$ cat src/rtl/or1200_alarm_agg_if.sv
// Checker-to-CPU alarm bus for or1200_alarm_agg.
// The master side drives the checker results and the clear request.
// The slave side (the aggregator) returns the alarm status.
interface or1200_alarm_agg_if #(
  parameter int NCHK = 7
);
  logic [NCHK-1:0] chk_ok;
  logic [NCHK-1:0] chk_en;
  logic            clr_req;
  logic            clr_ack;
  logic            alarm;
  logic            alarm_pulse;
  logic [NCHK-1:0] fault_vec;
  logic [4:0]      first_idx;
  logic [7:0]      fault_cnt;

  modport master (
    output chk_ok, chk_en, clr_req,
    input  clr_ack, alarm, alarm_pulse, fault_vec, first_idx, fault_cnt
  );

  modport slave (
    input  chk_ok, chk_en, clr_req,
    output clr_ack, alarm, alarm_pulse, fault_vec, first_idx, fault_cnt
  );
endinterface

$ cat src/rtl/or1200_alarm_agg.sv
// Alarm aggregator: per-channel persistence filters feed either a latched
// alarm FSM with a clear handshake (STICKY=1) or a plain registered
// pass-through (STICKY=0). Every output comes straight from a flop.
module or1200_alarm_agg #(
  parameter int NCHK    = 7,
  parameter int PERSIST = 2,
  parameter int STICKY  = 1
) (
  input logic                   clk,
  input logic                   rst,
  or1200_alarm_agg_if.slave     bus
);
  typedef enum logic [1:0] {ARMED, ALARM, CLEAR} state_t;

  localparam logic [3:0] PMAX = 4'(PERSIST);
  localparam logic [3:0] TLIM = 4'(PERSIST - 1);

  state_t                     state_q, state_d;
  logic [NCHK-1:0][3:0]       cnt_q, cnt_d, cnt_inc;
  logic [NCHK-1:0]            trip;
  logic                       any_trip;
  logic                       alarm_q, alarm_d;
  logic                       pulse_q, pulse_d;
  logic                       ack_q, ack_d;
  logic [NCHK-1:0]            fvec_q, fvec_d;
  logic [4:0]                 fidx_q, fidx_d;
  logic [7:0]                 fcnt_q, fcnt_d;
  logic [7:0]                 fcnt_sat;

  // Lowest set index; 0 when the vector is empty.
  function automatic logic [4:0] low_idx(input logic [NCHK-1:0] v);
    low_idx = '0;
    for (int i = NCHK - 1; i >= 0; i--)
      if (v[i]) low_idx = 5'(i);
  endfunction

  // Persistence filter: count consecutive enabled failures, trip on the PERSIST-th.
  always_comb begin
    trip    = '0;
    cnt_inc = '0;
    for (int i = 0; i < NCHK; i++) begin
      if (bus.chk_en[i] && !bus.chk_ok[i]) begin
        trip[i]    = (cnt_q[i] >= TLIM);
        cnt_inc[i] = (cnt_q[i] == PMAX) ? PMAX : 4'(cnt_q[i] + 4'd1);
      end
    end
  end

  assign any_trip = |trip;
  assign fcnt_sat = (fcnt_q == 8'hFF) ? fcnt_q : 8'(fcnt_q + 8'd1);

  // Next-state and output decode for both the latched FSM and pass-through modes.
  always_comb begin
    state_d = state_q;
    alarm_d = alarm_q;
    pulse_d = 1'b0;
    ack_d   = 1'b0;
    fvec_d  = fvec_q;
    fidx_d  = fidx_q;
    fcnt_d  = fcnt_q;
    cnt_d   = cnt_inc;
    if (STICKY != 0) begin
      case (state_q)
        ARMED: begin
          // A trip beats a coincident clear request.
          if (any_trip) begin
            state_d = ALARM;
            alarm_d = 1'b1;
            pulse_d = 1'b1;
            fvec_d  = trip;
            fidx_d  = low_idx(trip);
            fcnt_d  = fcnt_sat;
          end else begin
            ack_d = bus.clr_req;
          end
        end
        ALARM: begin
          fvec_d = fvec_q | trip;
          // Clear is held off while any channel is still tripping.
          if (bus.clr_req && !any_trip) begin
            state_d = CLEAR;
            alarm_d = 1'b0;
            ack_d   = 1'b1;
            fvec_d  = '0;
            fidx_d  = '0;
            cnt_d   = '0;
          end
        end
        CLEAR: begin
          // Failures seen during the clear cycle are discarded.
          state_d = ARMED;
          ack_d   = bus.clr_req;
          cnt_d   = '0;
        end
        default: state_d = ARMED;
      endcase
    end else begin
      alarm_d = any_trip;
      pulse_d = any_trip && !alarm_q;
      fvec_d  = trip;
      fidx_d  = low_idx(trip);
      ack_d   = bus.clr_req;
      if (pulse_d) fcnt_d = fcnt_sat;
    end
  end

  // State and output registers with synchronous reset.
  always_ff @(posedge clk) begin
    if (rst) begin
      state_q <= ARMED;
      cnt_q   <= '0;
      alarm_q <= 1'b0;
      pulse_q <= 1'b0;
      ack_q   <= 1'b0;
      fvec_q  <= '0;
      fidx_q  <= '0;
      fcnt_q  <= '0;
    end else begin
      state_q <= state_d;
      cnt_q   <= cnt_d;
      alarm_q <= alarm_d;
      pulse_q <= pulse_d;
      ack_q   <= ack_d;
      fvec_q  <= fvec_d;
      fidx_q  <= fidx_d;
      fcnt_q  <= fcnt_d;
    end
  end

  assign bus.alarm       = alarm_q;
  assign bus.alarm_pulse = pulse_q;
  assign bus.clr_ack     = ack_q;
  assign bus.fault_vec   = fvec_q;
  assign bus.first_idx   = fidx_q;
  assign bus.fault_cnt   = fcnt_q;
endmodule

$ cat src/flat_wrapper.sv
// flat-port wrapper written by rule: the top's interface ports become plain ports
module or1200_alarm_agg_flat 
#(
  parameter int NCHK    = 7,
  parameter int PERSIST = 2,
  parameter int STICKY  = 1
)
  (clk, rst, bus_chk_ok, bus_chk_en, bus_clr_req, bus_clr_ack, bus_alarm, bus_alarm_pulse, bus_fault_vec, bus_first_idx, bus_fault_cnt);
  or1200_alarm_agg_if #(.NCHK(NCHK)) bus_i ();
  input logic clk;
  input logic rst;
  input wire logic [$bits(bus_i.chk_ok)-1:0] bus_chk_ok;
  input wire logic [$bits(bus_i.chk_en)-1:0] bus_chk_en;
  input wire logic [$bits(bus_i.clr_req)-1:0] bus_clr_req;
  output wire logic [$bits(bus_i.clr_ack)-1:0] bus_clr_ack;
  output wire logic [$bits(bus_i.alarm)-1:0] bus_alarm;
  output wire logic [$bits(bus_i.alarm_pulse)-1:0] bus_alarm_pulse;
  output wire logic [$bits(bus_i.fault_vec)-1:0] bus_fault_vec;
  output wire logic [$bits(bus_i.first_idx)-1:0] bus_first_idx;
  output wire logic [$bits(bus_i.fault_cnt)-1:0] bus_fault_cnt;
  assign bus_i.chk_ok = bus_chk_ok;
  assign bus_i.chk_en = bus_chk_en;
  assign bus_i.clr_req = bus_clr_req;
  assign bus_clr_ack = bus_i.clr_ack;
  assign bus_alarm = bus_i.alarm;
  assign bus_alarm_pulse = bus_i.alarm_pulse;
  assign bus_fault_vec = bus_i.fault_vec;
  assign bus_first_idx = bus_i.first_idx;
  assign bus_fault_cnt = bus_i.fault_cnt;
  or1200_alarm_agg #(.NCHK(NCHK), .PERSIST(PERSIST), .STICKY(STICKY)) u_core (.clk(clk), .rst(rst), .bus(bus_i));
endmodule
$ cat config.mk
export PLATFORM = sky130hd
export DESIGN_NAME = or1200_alarm_agg_flat
export DESIGN_NICKNAME = d
export VERILOG_FILES = /design/src/rtl/or1200_alarm_agg_if.sv /design/src/rtl/or1200_alarm_agg.sv /design/src/flat_wrapper.sv
export SDC_FILE = /design/constraint.sdc
export NUM_CORES = 1
export LEC_CHECK = 0
export BUFFER_PORTS_ARGS = -buffer_cell sky130_fd_sc_hd__buf_2
export CELL_PAD_IN_SITES_DETAIL_PLACEMENT = 1
export CELL_PAD_IN_SITES_GLOBAL_PLACEMENT = 2
export CORE_UTILIZATION = 37
export DETAILED_ROUTE_END_ITERATION = 10
export GPL_TIMING_DRIVEN = 0
export PLACE_DENSITY = 0.95
export SLEW_MARGIN = 20
export SYNTH_ARGS = -nofsm -noshare
export SYNTH_HDL_FRONTEND = slang
export SYNTH_SLANG_ARGS = --single-unit
$ cat constraint.sdc
create_clock -name clk -period 4.54 [get_ports clk]
set_clock_uncertainty 0.1 [all_clocks]
set_input_delay 0.908 -clock clk [delete_from_list [all_inputs] [get_ports clk]]
set_output_delay 0.908 -clock clk [all_outputs]
set_load 0.02 [all_outputs]
-- After elaboration in Yosys (flattened, before gate mapping)
Cells that the tools add are included.
W data, S select, Z words.
- eq/ne operators: 12
- muxes and demuxes: 46
- reductions and logical operators: 24
- $lt $le $gt $ge: 7
- bitwise operators: 3
- $add $sub $neg: 8
- operators by type and width (kind ; number):
    $mux W4 ; 14
    $pmux W28 S2 ; 1
    $add A4 B1 Y4 const B ; 7
    $eq A4 B2 Y1 const B ; 7
    $ge A4 B1 Y1 const B ; 7
    $mux W28 ; 1
    $mux W3 ; 7
    $mux W7 ; 2
    $pmux W7 S2 ; 1
    $mux W1 ; 12
    $mux W5 ; 2
    $pmux W5 S2 ; 1
    $add A8 B1 Y8 const B ; 1
    $eq A8 B8 Y1 const B ; 1
    $logic_and A1 B1 Y1 ; 8
    $logic_not A1 Y1 ; 8
    $or A7 B7 Y7 ; 1
    $reduce_or A7 Y1 ; 1
    $reduce_and A3 Y1 ; 2
    $mux W2 ; 2
    $ne A2 B1 Y1 const B ; 2
    $pmux W2 S2 ; 1
    $reduce_and A2 Y1 ; 2
    $pmux W1 S3 ; 1
    other kinds (7) ; 8
- output and inout port bits: 23
- logic and storage cells: 114
- input bits: 17
- bits in registers: 53

-- Depth between registers and ports, before layout
- word-level depth: 12
- depth in mapped cells: 8
- mapped depth without buffers: 7

-- Worst setup path before layout
No wires, ideal clock.
- path kind: input -> register
- start: input bus_chk_en[0]
- end: register u_core.cnt_q[0] (netlist bit)
- stages: 5
- buffers on the path: 0
- slack: 1808 ps
- arrival time: 2554 ps
- cells stage by stage: inv_1 -> o32a_1 -> a41oi_1 -> or4b_2 -> nor3_1
- cells in the longest elaborated chain, start to end: 7
- ends and longest elaborated chain (what ; RTL line ; source):
    start, declared ; flat_wrapper.sv:13 ; input wire logic [$bits(bus_i.chk_en)-1:0] bus_chk_en;
    $logic_and A1 B1 Y1 (*) ; or1200_alarm_agg.sv:42 ; if (bus.chk_en[i] && !bus.chk_ok[i]) begin
    $mux W1 ; or1200_alarm_agg.sv:42 ;
    $reduce_or A7 Y1 ; or1200_alarm_agg.sv:49 ; assign any_trip = |trip;
    $logic_not A1 Y1 ; or1200_alarm_agg.sv:80 ; if (bus.clr_req && !any_trip) begin
    $logic_and A1 B1 Y1 ; or1200_alarm_agg.sv:80 ;
    $mux W28 ; or1200_alarm_agg.sv:80 ;
    $pmux W28 S2 (*) ; or1200_alarm_agg.sv:63 ; case (state_q)
    end signal, assigned ; or1200_alarm_agg.sv:120 ; cnt_q <= cnt_d;
    end, declared ; or1200_alarm_agg.sv:19 ; logic [NCHK-1:0][3:0] cnt_q, cnt_d, cnt_inc;
Every way passes the cells marked *; elsewhere a longest branch is shown, timed or not.
A chain may end at the register's enable or synchronous reset.

-- Worst setup path in the final report
- start: register u_core.cnt_q[17] (netlist bit)
- end: register u_core.cnt_q[0] (netlist bit)
- cells in the longest elaborated chain, start to end: 7
- ends and longest elaborated chain (what ; RTL line ; source):
    $ge A4 B1 Y1 ; or1200_alarm_agg.sv:43 ; trip[i] = (cnt_q[i] >= TLIM);
    $mux W1 ; or1200_alarm_agg.sv:42 ;
    $reduce_or A7 Y1 ; or1200_alarm_agg.sv:49 ;
    $logic_not A1 Y1 ; or1200_alarm_agg.sv:80 ;
    $logic_and A1 B1 Y1 ; or1200_alarm_agg.sv:80 ;
    $mux W28 ; or1200_alarm_agg.sv:80 ;
    $pmux W28 S2 ; or1200_alarm_agg.sv:63 ;
No other way between the ends.

==> impl_metrics.py <==
metrics = {
    "outcome": {
        "status": "completed",
    },
    "cells_and_area": {
        "layout.cells.non_filler": 451,
        "drive_gt1_share_pct": 19.03,
        "syn2layout_area_growth_pct": 15.03,
        "layout_common_cells": "dfxtp_1, nor2_1, buf_2",
        "fin_area_um2": 3159,
        "final_common_cell": "dfxtp_1",
        "nets": 401,
        "n_antenna_cell": 0,
    },
    "critical_path": {
        "start_kind": "flip-flop",
        "crit_type": "flip-flop to flip-flop",
        "required_ns": 4.63,
        "cp_max_fo": 7,
        "setup.worst_path.end_class": "flip-flop",
        "worstPathArrival_ns": 3.31,
    },
    "floorplan": {
        "core_area_um2": 7214,
        "start_util_pct": 38.07,
        "ios": 40,
        "rows": 31,
        "chipHeight_um": 88.16,
        "die-area_um2": 7771,
        "dieWidth_um": 88.16,
    },
    "sta": {
        "slew-limit-headroom_pct": 38.44,
        "finalSetupViolations": 0,
        "rsz0062_at_grt": "false",
        "period_share_pct": 70.92,
        "min_period_ns": 3.220,
        "setup_slack_ns": 1.320,
        "slew_viol_final": 0,
        "worstMarginPinSlew_ns": 0.9234,
        "fmax_mhz": 310.6,
        "tns_ns": 0,
        "finalHoldViolCount": 0,
    },
    "cts": {
        "root_buffer": "clkbuf_8",
        "ctsResizeCount": 0,
        "clock_latency_ns": 0.30,
        "clockBufferDepth": 2,
        "clk_pin_slew_ns": 0.09,
        "cts_tree": "yes",
        "htree_num_levels": 2,
        "postCtsHoldBufs": 0,
        "numClockSinks": 51,
        "post_cts_buffers": 0,
        "numCtsBuffers": 5,
    },
    "synthesis": {
        "ys_types": 48,
        "ys_warn_count": 0,
        "synthAdderAreaFrac_pct": 15.03,
        "syn_avg_cell_area_um2": 8.975,
        "synthesis.area_um2": 2746,
        "synth_cells": 306,
        "synthArstFlopShare_pct": 0,
        "synth-seq-area-share_pct": 37.18,
        "synth_ff_type": "dfxtp_1",
        "synth-edff-count": 0,
        "synth_xor_area_share_pct": 2.232,
        "synth_mux_area_share_pct": 5.103,
        "yosys.area_share.simple_pct": 26.61,
        "synth_top_family_by_area": "simple AND/OR/NAND/NOR gates",
        "synth-compound-area-share_pct": 8.246,
        "synth_seq_cells": 51,
    },
    "placed_design": {
        "dpl-instance-area_um2": 3059,
        "dp_cells": 443,
        "place_ws_ns": 1.171,
        "gp_congestion": 0.7598,
        "hpwl_um": 4788,
        "portBuffers": 37,
    },
    "grt": {
        "grt_use_total_pct": 17.09,
        "met1_usage_pct": 20.13,
        "grt_max_degree": 15,
        "grt_pass1_wl_um": 10270,
        "gr-usage-met3_pct": 3.205,
        "antenna_found_initial": 0,
        "grt_overflow_total": 0,
        "use_met2_pct": 31.71,
        "grt_busiest_layer": "met2",
        "grt_pass1_vias": 2271,
    },
    "route": {
        "drtPass1Iterations": 4,
        "routed_via_density": 4.938,
        "initialDrtViolationCount": 33,
        "drtAntennaViolNets": 0,
        "wl_um": 6075,
        "wl_per_cell_um": 13.47,
        "routed-via-count": 2227,
        "route.detailed.drc": 0,
    },
    "power": {
        "powerDensity_nw_per_um2": 324.7,
        "p_leak_uw": 0.001312,
        "max-vdd-ir-drop_uv": 195.4,
    },
    "min_path": {
        "min_path_type": "flip-flop to flip-flop",
    },
    "flow_run": {
        "cap_violations": 0,
    },
}
==> cell type report <==
type                    instances  area, um2
well taps                      99      123.9
fillers                       908       4055
plain buffers                   7      37.54
clock buffers                   8      100.1
inverters                      30      112.6
flip-flops and latches         51       1021
repair buffers                 37      185.2
multi-input cells             219       1579
==> worst max-delay path, stage by stage, from the launching register on <==
cell,delay (ns)
dfxtp_1,0.40
inv_1,0.08
ha_1,0.17
or4b_1,0.52
a222oi_1,0.83
a41oi_1,0.55
or4b_2,0.41
nor3_1,0.06
==> routing by layer <==
layer,wire length (um),share of wire [%]
met5,0,0
met4,29,0.48
met3,180,3.0
met2,2947,49
met1,2917,48
==> cells in the mapped netlist, types with 5 or more instances <==
cell type / number / share of area (%)
nand2b_1: 7 / 1.6
ha_1: 33 / 15
nor3_1: 12 / 2.2
nor2_1: 38 / 5.2
nand3_1: 12 / 2.2
a21oi_1: 10 / 1.8
dfxtp_1: 51 / 37
inv_1: 30 / 4.1
nand2_1: 17 / 2.3
nand3b_1: 5 / 1.4
mux2i_1: 5 / 1.8
mux2_2: 8 / 3.3
nor2b_1: 11 / 2.5
==> sequential cells by signal (all words and copies together), names as in the netlist <==
register / cells
u_core.bus.alarm: 1
u_core.bus.first_idx: 3
u_core.bus.fault_cnt: 8
u_core.state_q: 2
u_core.bus.fault_vec: 7
u_core.bus.clr_ack: 1
u_core.cnt_q: 28
u_core.bus.alarm_pulse: 1
==> where the power goes <==
group / internal (uW) / total (uW) / switching (uW)
logic: 90.8 / 241 / 150
registers: 473 / 496 / 22.5
clock network: 140 / 290 / 150
==> per-stage QoR <==
| step | util [%] | power (uW) | hold WS, ns |
|---|---|---|---|
| after floorplan | - | 675.0 | 0.3765 |
| after global placement | 42.40 | 741.6 | 0.3688 |
| after detailed placement | 42.40 | 749.7 | 0.3804 |
| after CTS | 43.79 | 1042 | 0.3969 |
| after global routing | 43.79 | 1089 | 0.4017 |
| final | 43.79 | 1026 | 0.3879 |
==> path summary, 6_finish.rpt <==
kind | cells after the start | slack [ns] | from | endpoint
worst max-delay path | 7 | 1.32 | u_core.cnt_q[17] | u_core.cnt_q[0]
worst min-delay path | 1 | 0.39 | u_core.bus.fault_vec[3] | u_core.bus.fault_vec[3]
worst max register to register | 7 | 1.32 | u_core.cnt_q[17] | u_core.cnt_q[0]
worst min register to register | 1 | 0.39 | u_core.bus.fault_vec[3] | u_core.bus.fault_vec[3]
==> cell families after synthesis <==
family,after synthesis
mux,13
flops,51
other cells,1
buf+inv,37
simple gates,132
compound gates,32
xor+xnor,7
fa+ha+maj,33
(Power assumes the default switching activity.)
